`src/rtl/otter_wb_pkg.sv`:
```
// otter_wb_pkg
// Shared types and helpers for the register-file write-port arbiter:
//   ld_size_t   - load access width
//   ld_ret_t    - one buffered load return (destination, raw word, width,
//                 zero-extend flag, byte offset)
//   to_ld_size  - maps the raw 2-bit size field onto ld_size_t (11 -> word)
//   ld_align    - extracts and extends the addressed byte/half/word
package otter_wb_pkg;

    typedef enum logic [1:0] {
        LD_B = 2'd0,
        LD_H = 2'd1,
        LD_W = 2'd2
    } ld_size_t;

    typedef struct packed {
        logic [4:0]  rd;
        logic [31:0] data;
        ld_size_t    size;
        logic        is_unsigned;
        logic [1:0]  offset;
    } ld_ret_t;

    function automatic ld_size_t to_ld_size(input logic [1:0] raw);
        ld_size_t s;
        case (raw)
            2'b00:   s = LD_B;
            2'b01:   s = LD_H;
            default: s = LD_W;   // 11 is treated as a word access
        endcase
        return s;
    endfunction

    function automatic logic [31:0] ld_align(input ld_ret_t r);
        logic [7:0]  b;
        logic [15:0] h;
        logic [31:0] res;
        b = r.data[{r.offset, 3'b000} +: 8];
        // Half accesses are naturally aligned, so only offset[1] matters.
        h = r.offset[1] ? r.data[31:16] : r.data[15:0];
        case (r.size)
            LD_B:    res = {{24{b[7] & ~r.is_unsigned}}, b};
            LD_H:    res = {{16{h[15] & ~r.is_unsigned}}, h};
            default: res = r.data;
        endcase
        return res;
    endfunction

endpackage

```
`src/rtl/ld_ret_fifo.sv`:
```
// ld_ret_fifo
// Small circular buffer for load returns arriving from the data cache.
// Ports:
//   clk, rst_n      clock, synchronous active-low reset (drops all entries)
//   push, din       enqueue one entry (ignored when full)
//   pop             dequeue the head entry (ignored when empty)
//   head            current oldest entry, combinational from storage
//   count           number of valid entries (0..DEPTH)
//   full, empty     occupancy flags
module ld_ret_fifo
    import otter_wb_pkg::*;
#(
    parameter int DEPTH = 2
) (
    input  logic                         clk,
    input  logic                         rst_n,
    input  logic                         push,
    input  ld_ret_t                      din,
    input  logic                         pop,
    output ld_ret_t                      head,
    output logic [$clog2(DEPTH+1)-1:0]   count,
    output logic                         full,
    output logic                         empty
);

    localparam int PW = $clog2(DEPTH);
    localparam int CW = $clog2(DEPTH + 1);

    ld_ret_t         mem_reg [DEPTH];
    logic [PW-1:0]   wr_ptr_reg;
    logic [PW-1:0]   rd_ptr_reg;
    logic [CW-1:0]   count_reg;
    logic            do_push;
    logic            do_pop;

    assign full    = (count_reg == CW'(DEPTH));
    assign empty   = (count_reg == '0);
    assign do_push = push && !full;
    assign do_pop  = pop && !empty;
    assign head    = mem_reg[rd_ptr_reg];
    assign count   = count_reg;

    // Payload storage needs no reset; validity is carried by the count.
    always_ff @(posedge clk) begin
        if (do_push) begin
            mem_reg[wr_ptr_reg] <= din;
        end
    end

    // DEPTH is a power of two, so the pointers wrap by plain overflow.
    always_ff @(posedge clk) begin
        if (!rst_n) begin
            wr_ptr_reg <= '0;
            rd_ptr_reg <= '0;
            count_reg  <= '0;
        end else begin
            if (do_push) begin
                wr_ptr_reg <= wr_ptr_reg + PW'(1);
            end
            if (do_pop) begin
                rd_ptr_reg <= rd_ptr_reg + PW'(1);
            end
            count_reg <= count_reg + CW'(do_push) - CW'(do_pop);
        end
    end

endmodule

```
`src/rtl/wb_arbiter.sv`:
```
// wb_arbiter
// Sole owner of the register-file write port. Merges the in-order
// writeback stream with buffered, possibly late, load returns; aligns and
// extends loaded data; keeps a per-register pending-load bitmap.
// Ports:
//   clk, rst_n                 clock, synchronous active-low reset
//   wb_valid/wb_rd/wb_data     in-order writeback candidate
//   wb_stall                   writeback lost this cycle (combinational)
//   ld_issue_valid/_rd         load issued to cache (sets busy bit)
//   lr_valid/lr_ready          load-return handshake
//   lr_rd/lr_data/lr_size/lr_unsigned/lr_offset   load-return payload
//   busy                       outstanding-load bitmap, bit 0 always 0
//   rf_en/rf_wa/rf_wd          registered register-file write port
module wb_arbiter
    import otter_wb_pkg::*;
#(
    parameter int DEPTH     = 2,
    parameter int AGE_LIMIT = 4
) (
    input  logic        clk,
    input  logic        rst_n,
    input  logic        wb_valid,
    input  logic [4:0]  wb_rd,
    input  logic [31:0] wb_data,
    output logic        wb_stall,
    input  logic        ld_issue_valid,
    input  logic [4:0]  ld_issue_rd,
    input  logic        lr_valid,
    output logic        lr_ready,
    input  logic [4:0]  lr_rd,
    input  logic [31:0] lr_data,
    input  logic [1:0]  lr_size,
    input  logic        lr_unsigned,
    input  logic [1:0]  lr_offset,
    output logic [31:0] busy,
    output logic        rf_en,
    output logic [4:0]  rf_wa,
    output logic [31:0] rf_wd
);

    localparam int CW = $clog2(DEPTH + 1);
    localparam int AW = $clog2(AGE_LIMIT + 1);
    localparam logic [AW-1:0] AGE_MAX = AW'(AGE_LIMIT);

    ld_ret_t         lr_entry;
    ld_ret_t         head;
    logic [CW-1:0]   fifo_count;
    logic            fifo_full;
    logic            fifo_empty;

    logic            w_present;
    logic            l_present;
    logic            load_wins;
    logic            lr_push;

    logic [AW-1:0]   age_reg;
    logic [AW-1:0]   age_next;
    logic [31:0]     busy_reg;
    logic [31:0]     busy_next;

    logic            rf_en_reg,  rf_en_next;
    logic [4:0]      rf_wa_reg,  rf_wa_next;
    logic [31:0]     rf_wd_reg,  rf_wd_next;

    always_comb begin
        lr_entry             = '0;
        lr_entry.rd          = lr_rd;
        lr_entry.data        = lr_data;
        lr_entry.size        = to_ld_size(lr_size);
        lr_entry.is_unsigned = lr_unsigned;
        lr_entry.offset      = lr_offset;
    end

    // No pass-through: a full FIFO refuses even if it pops this cycle.
    assign lr_ready = (fifo_count < CW'(DEPTH));
    assign lr_push  = lr_valid && lr_ready;

    ld_ret_fifo #(.DEPTH(DEPTH)) u_fifo (
        .clk   (clk),
        .rst_n (rst_n),
        .push  (lr_push),
        .din   (lr_entry),
        .pop   (load_wins),
        .head  (head),
        .count (fifo_count),
        .full  (fifo_full),
        .empty (fifo_empty)
    );

    // Writebacks to x0 are consumed silently and never compete for the port.
    assign w_present = wb_valid && (wb_rd != 5'd0);
    assign l_present = !fifo_empty;
    // The load head yields to writeback only while it has room to wait.
    assign load_wins = l_present && (fifo_full || (age_reg >= AGE_MAX) || !w_present);
    assign wb_stall  = w_present && load_wins;

    always_comb begin
        age_next = age_reg;
        if (!l_present || load_wins) begin
            age_next = '0;
        end else if (age_reg < AGE_MAX) begin
            age_next = age_reg + AW'(1);
        end
    end

    // A pop and a new issue to the same register can coincide; the new
    // issue must stay visible, so set takes precedence over clear.
    assign busy_next[0] = 1'b0;
    for (genvar gi = 1; gi < 32; gi++) begin : g_busy
        assign busy_next[gi] = (ld_issue_valid && (ld_issue_rd == 5'(gi)))
                             | (busy_reg[gi] & ~(load_wins && (head.rd == 5'(gi))));
    end

    always_comb begin
        rf_en_next = 1'b0;
        rf_wa_next = rf_wa_reg;
        rf_wd_next = rf_wd_reg;
        if (load_wins) begin
            // A load to x0 still consumes its slot but writes nothing.
            rf_en_next = (head.rd != 5'd0);
            rf_wa_next = head.rd;
            rf_wd_next = ld_align(head);
        end else if (w_present) begin
            rf_en_next = 1'b1;
            rf_wa_next = wb_rd;
            rf_wd_next = wb_data;
        end
    end

    always_ff @(posedge clk) begin
        if (!rst_n) begin
            age_reg   <= '0;
            busy_reg  <= '0;
            rf_en_reg <= 1'b0;
            rf_wa_reg <= '0;
            rf_wd_reg <= '0;
        end else begin
            age_reg   <= age_next;
            busy_reg  <= busy_next;
            rf_en_reg <= rf_en_next;
            rf_wa_reg <= rf_wa_next;
            rf_wd_reg <= rf_wd_next;
        end
    end

    assign busy  = busy_reg;
    assign rf_en = rf_en_reg;
    assign rf_wa = rf_wa_reg;
    assign rf_wd = rf_wd_reg;

endmodule

```
`config.mk`:
```
export PLATFORM = sky130hd
export DESIGN_NAME = wb_arbiter
export DESIGN_NICKNAME = d
export VERILOG_FILES = /design/src/rtl/otter_wb_pkg.sv /design/src/rtl/ld_ret_fifo.sv /design/src/rtl/wb_arbiter.sv
export SDC_FILE = /design/constraint.sdc
export NUM_CORES = 1
export LEC_CHECK = 0
export ABC_AREA = 0
export CORE_ASPECT_RATIO = 1.75
export CORE_MARGIN = 1.5
export CORE_UTILIZATION = 40
export CTS_CLUSTER_DIAMETER = 200
export CTS_CLUSTER_SIZE = 8
export DETAILED_ROUTE_END_ITERATION = 6
export PLACE_DENSITY = 0.7
export SYNTH_ARGS = -nofsm -noshare
export SYNTH_HDL_FRONTEND = slang
export SYNTH_SLANG_ARGS = --single-unit
export TNS_END_PERCENT = 100
```
`constraint.sdc`:
```
create_clock -name clk -period 2.97 [get_ports clk]
set_input_delay 0.4455 -clock clk [delete_from_list [all_inputs] [get_ports clk]]
set_output_delay 0.4455 -clock clk [all_outputs]
set_load 0.03 [all_outputs]
```
==> out/results.txt <==
clk buf depth: 2
grt ovf: 0
final setup skew: 10.38 ps
endpoint class of the critical path: output pin
Sw Share: 29.30%
routed len/inst: 20.84 µm
hold_ws: 422.9 ps
number of flip-flops in the largest register: 84
final setup TNS: 0 ps
required time worst endpoint: 2520 ps
Clk pwr share: 36.7%
initial core utilization: 41.03%
worst r2r dst: rf_wd[11]
Post-Synth Adder-Cell Area: 0.3378%
compound-gate portion of the synthesized area: 15.81%
Final Max Tran Viols: 0
clk sinks: 161
Power Density: 609.2 nW/µm²
GPL Wtd Cong: 0.9671
mux contribution to synthesized area: 9.340%
Worst Hold Path EP: age_reg[0]
setup repair bufs after CTS: 0
Place WS: 171.5 ps
number of global-route vias before repair: 6,443
Buffers on Ports: 159
Skew-Pair Late Insertion Delay: 420 ps
Remaining DRCs: 0
Rel. slew slack: 31.44%
fin area: 9957 µm²
largest family of logic cells by synthesized area: simple AND/OR/NAND/NOR gates
Max VDD drop: 0.3725 mV
switching pwr: 1.777 mW
Post-synth EDFFs: 84
R2R setup slack: 460 ps
TritonCTS clock tree: yes
reg2reg path depth: 4
Setup-failing EPs final: 0
final hold vios: 0
CTS Buf Count: 17
FP Rows: 65
CP arrival: 2380 ps
post-synth cell types: 57
Period Utilization, post-route: 95.15%
initial drt markers: 525
HPWL after DPL: 16.82 mm
max cap viols: 0
clock root cell: clkbuf_16
Post-synth top flop: edfxtp_1
routed via count: 6,442
synth warn: 0
DRT antenna net count: 0
antenna violations before repair: 0
nature of the critical path startpoint: primary input
#FFs+latches synth: 161
post-synthesis simple-gate area fraction: 16.33%
most frequent cell after synthesis: edfxtp_1
first-pass GRT wire length: 35.14 mm
asr flop ratio synth: 0%
P&R area growth vs syn: 34.40%
Die H: 183.0 µm
top cells by area, synth: edfxtp_1 (34%), dfxtp_1 (21%), mux2i_1 (4.3%), nand2_1 (3.7%), mux2_2 (3.6%)
Crit Path Category: in2out
CTS clk-pin slew, worst paths: 60 ps
syn avg cell area: 10.64 µm²
fin crit period: 2826 ps
post-synth top area share: 34.05%
Cell Area, Synth: 7408 µm²
htree depth: 4
register area share after synthesis: 54.86%
Post-CTS Hold Buffers: 0
worst hold-check path type: reg2reg
share of cells above drive strength 1: 11.91%
post-synthesis cell count: 696
Max Freq: 353.9 MHz
Least-Margin Pin Slew: 1025 ps
final WL: 23.09 mm
leakage dissipation: 3.507 nW
Post-CTS Resized: 0
Max Fanout on Critical Path: 4
Post-Synthesis Net Count: 787
die width: 105.9 µm
Pre-antenna DRT Iters: 5
Worst Setup Slack, final: 144.0 ps
xor and xnor area share after synthesis: 0.2364%
Hold Path Origin: age_reg[0]
I/O pins: 161
combinational power share: 20.4%
RSZ-0062 raised after global routing: no
NumNets Final: 951
vias per cell: 5.814
die area: 19,380 µm²
largest net degree at the start of global routing: 52
cell taking the most area after synthesis: edfxtp_1
Sequential Power Share: 42.9%
Total GRT Usage: 24.04%
Cells on Worst Hold Path: 1
core area: 18,050 µm²
synth cell count leaders: edfxtp_1 (84), dfxtp_1 (77), nand2_1 (74)
area post-placement: 9356 µm²
internal power: 4.289 mW
status: completed
[worst max-delay path by stage]
stage	start	end	cells after the start
after detailed placement	wb_rd[3]	wb_stall	6
after CTS	wb_rd[3]	wb_stall	6
after global placement	wb_rd[3]	wb_stall	6
after floorplan	wb_rd[3]	wb_stall	5
after global routing	wb_rd[3]	wb_stall	6
final	wb_rd[0]	wb_stall	6
[worst max-delay path, cell delays in order]
cell and delay (ps):
clkdlybuf4s50_1 440, or4_4 570, o21ai_1 180, nand2_1 180, nor2_1 390, buf_12 170
[layout by cell type (no fill, tap or decap), types with 4 or more instances in the layout]
cell / instances
dfxtp_1: 76
and3_1: 9
buf_12: 4
mux2_2: 24
inv_1: 8
nand3_1: 25
clkbuf_16: 17
a31oi_1: 34
or3_1: 27
a21oi_1: 30
o21ai_0: 36
edfxtp_1: 84
inv_6: 4
mux2i_1: 32
o2bb2ai_1: 5
o311ai_0: 26
a221oi_1: 13
clkdlybuf4s50_1: 157
and2_1: 10
nor2_1: 51
nor3_1: 11
nor2b_1: 12
nand2b_1: 9
nand2_1: 74
o21a_1: 6
buf_4: 24
[stage by stage]
stage                     cells  utilization [%]  power, mW
final                      1108            55.15      6.066
after detailed placement   1075            51.82      3.871
after global placement     1075            51.82      3.864
after global routing       1107            55.14      6.267
after floorplan             696                -      3.332
after CTS                  1107            55.14      6.089
[cells by family after synthesis]
kind of cell,after synthesis
simple gates,246
buf+inv,49
xor+xnor,2
compound gates,173
other cells,1
fa+ha+maj,2
flops,161
mux,62
[per-layer routing]
metal  global-route usage (%)  wire (µm)
met1                    25.56       8376
met2                    43.79      12110
met3                    3.198       1200
met4                    16.00       1406
met5                        0          0
[power groups by stage]
stage / registers [mW] / clock network, mW / logic (mW)
2_1_floorplan: 2.74 / 0 / 0.593
3_3_place_gp: 2.65 / 0 / 1.21
3_5_place_dp: 2.65 / 0 / 1.22
4_1_cts: 2.60 / 2.25 / 1.23
5_1_grt: 2.62 / 2.34 / 1.31
6_report: 2.60 / 2.22 / 1.24
[area by class of cell]
class / count / area [µm²]
Clock inverter: 14 / 168.9
Multi-Input combinational cell: 486 / 3132
Tap cell: 234 / 292.8
Sequential cell: 161 / 4065
Fill cell: 1597 / 8098
Antenna cell: 1 / 2.502
Clock buffer: 18 / 429.2
Timing Repair Buffer: 186 / 1837
Inverter: 8 / 30.03
Note: power is estimated with default switching activity, not from simulation.
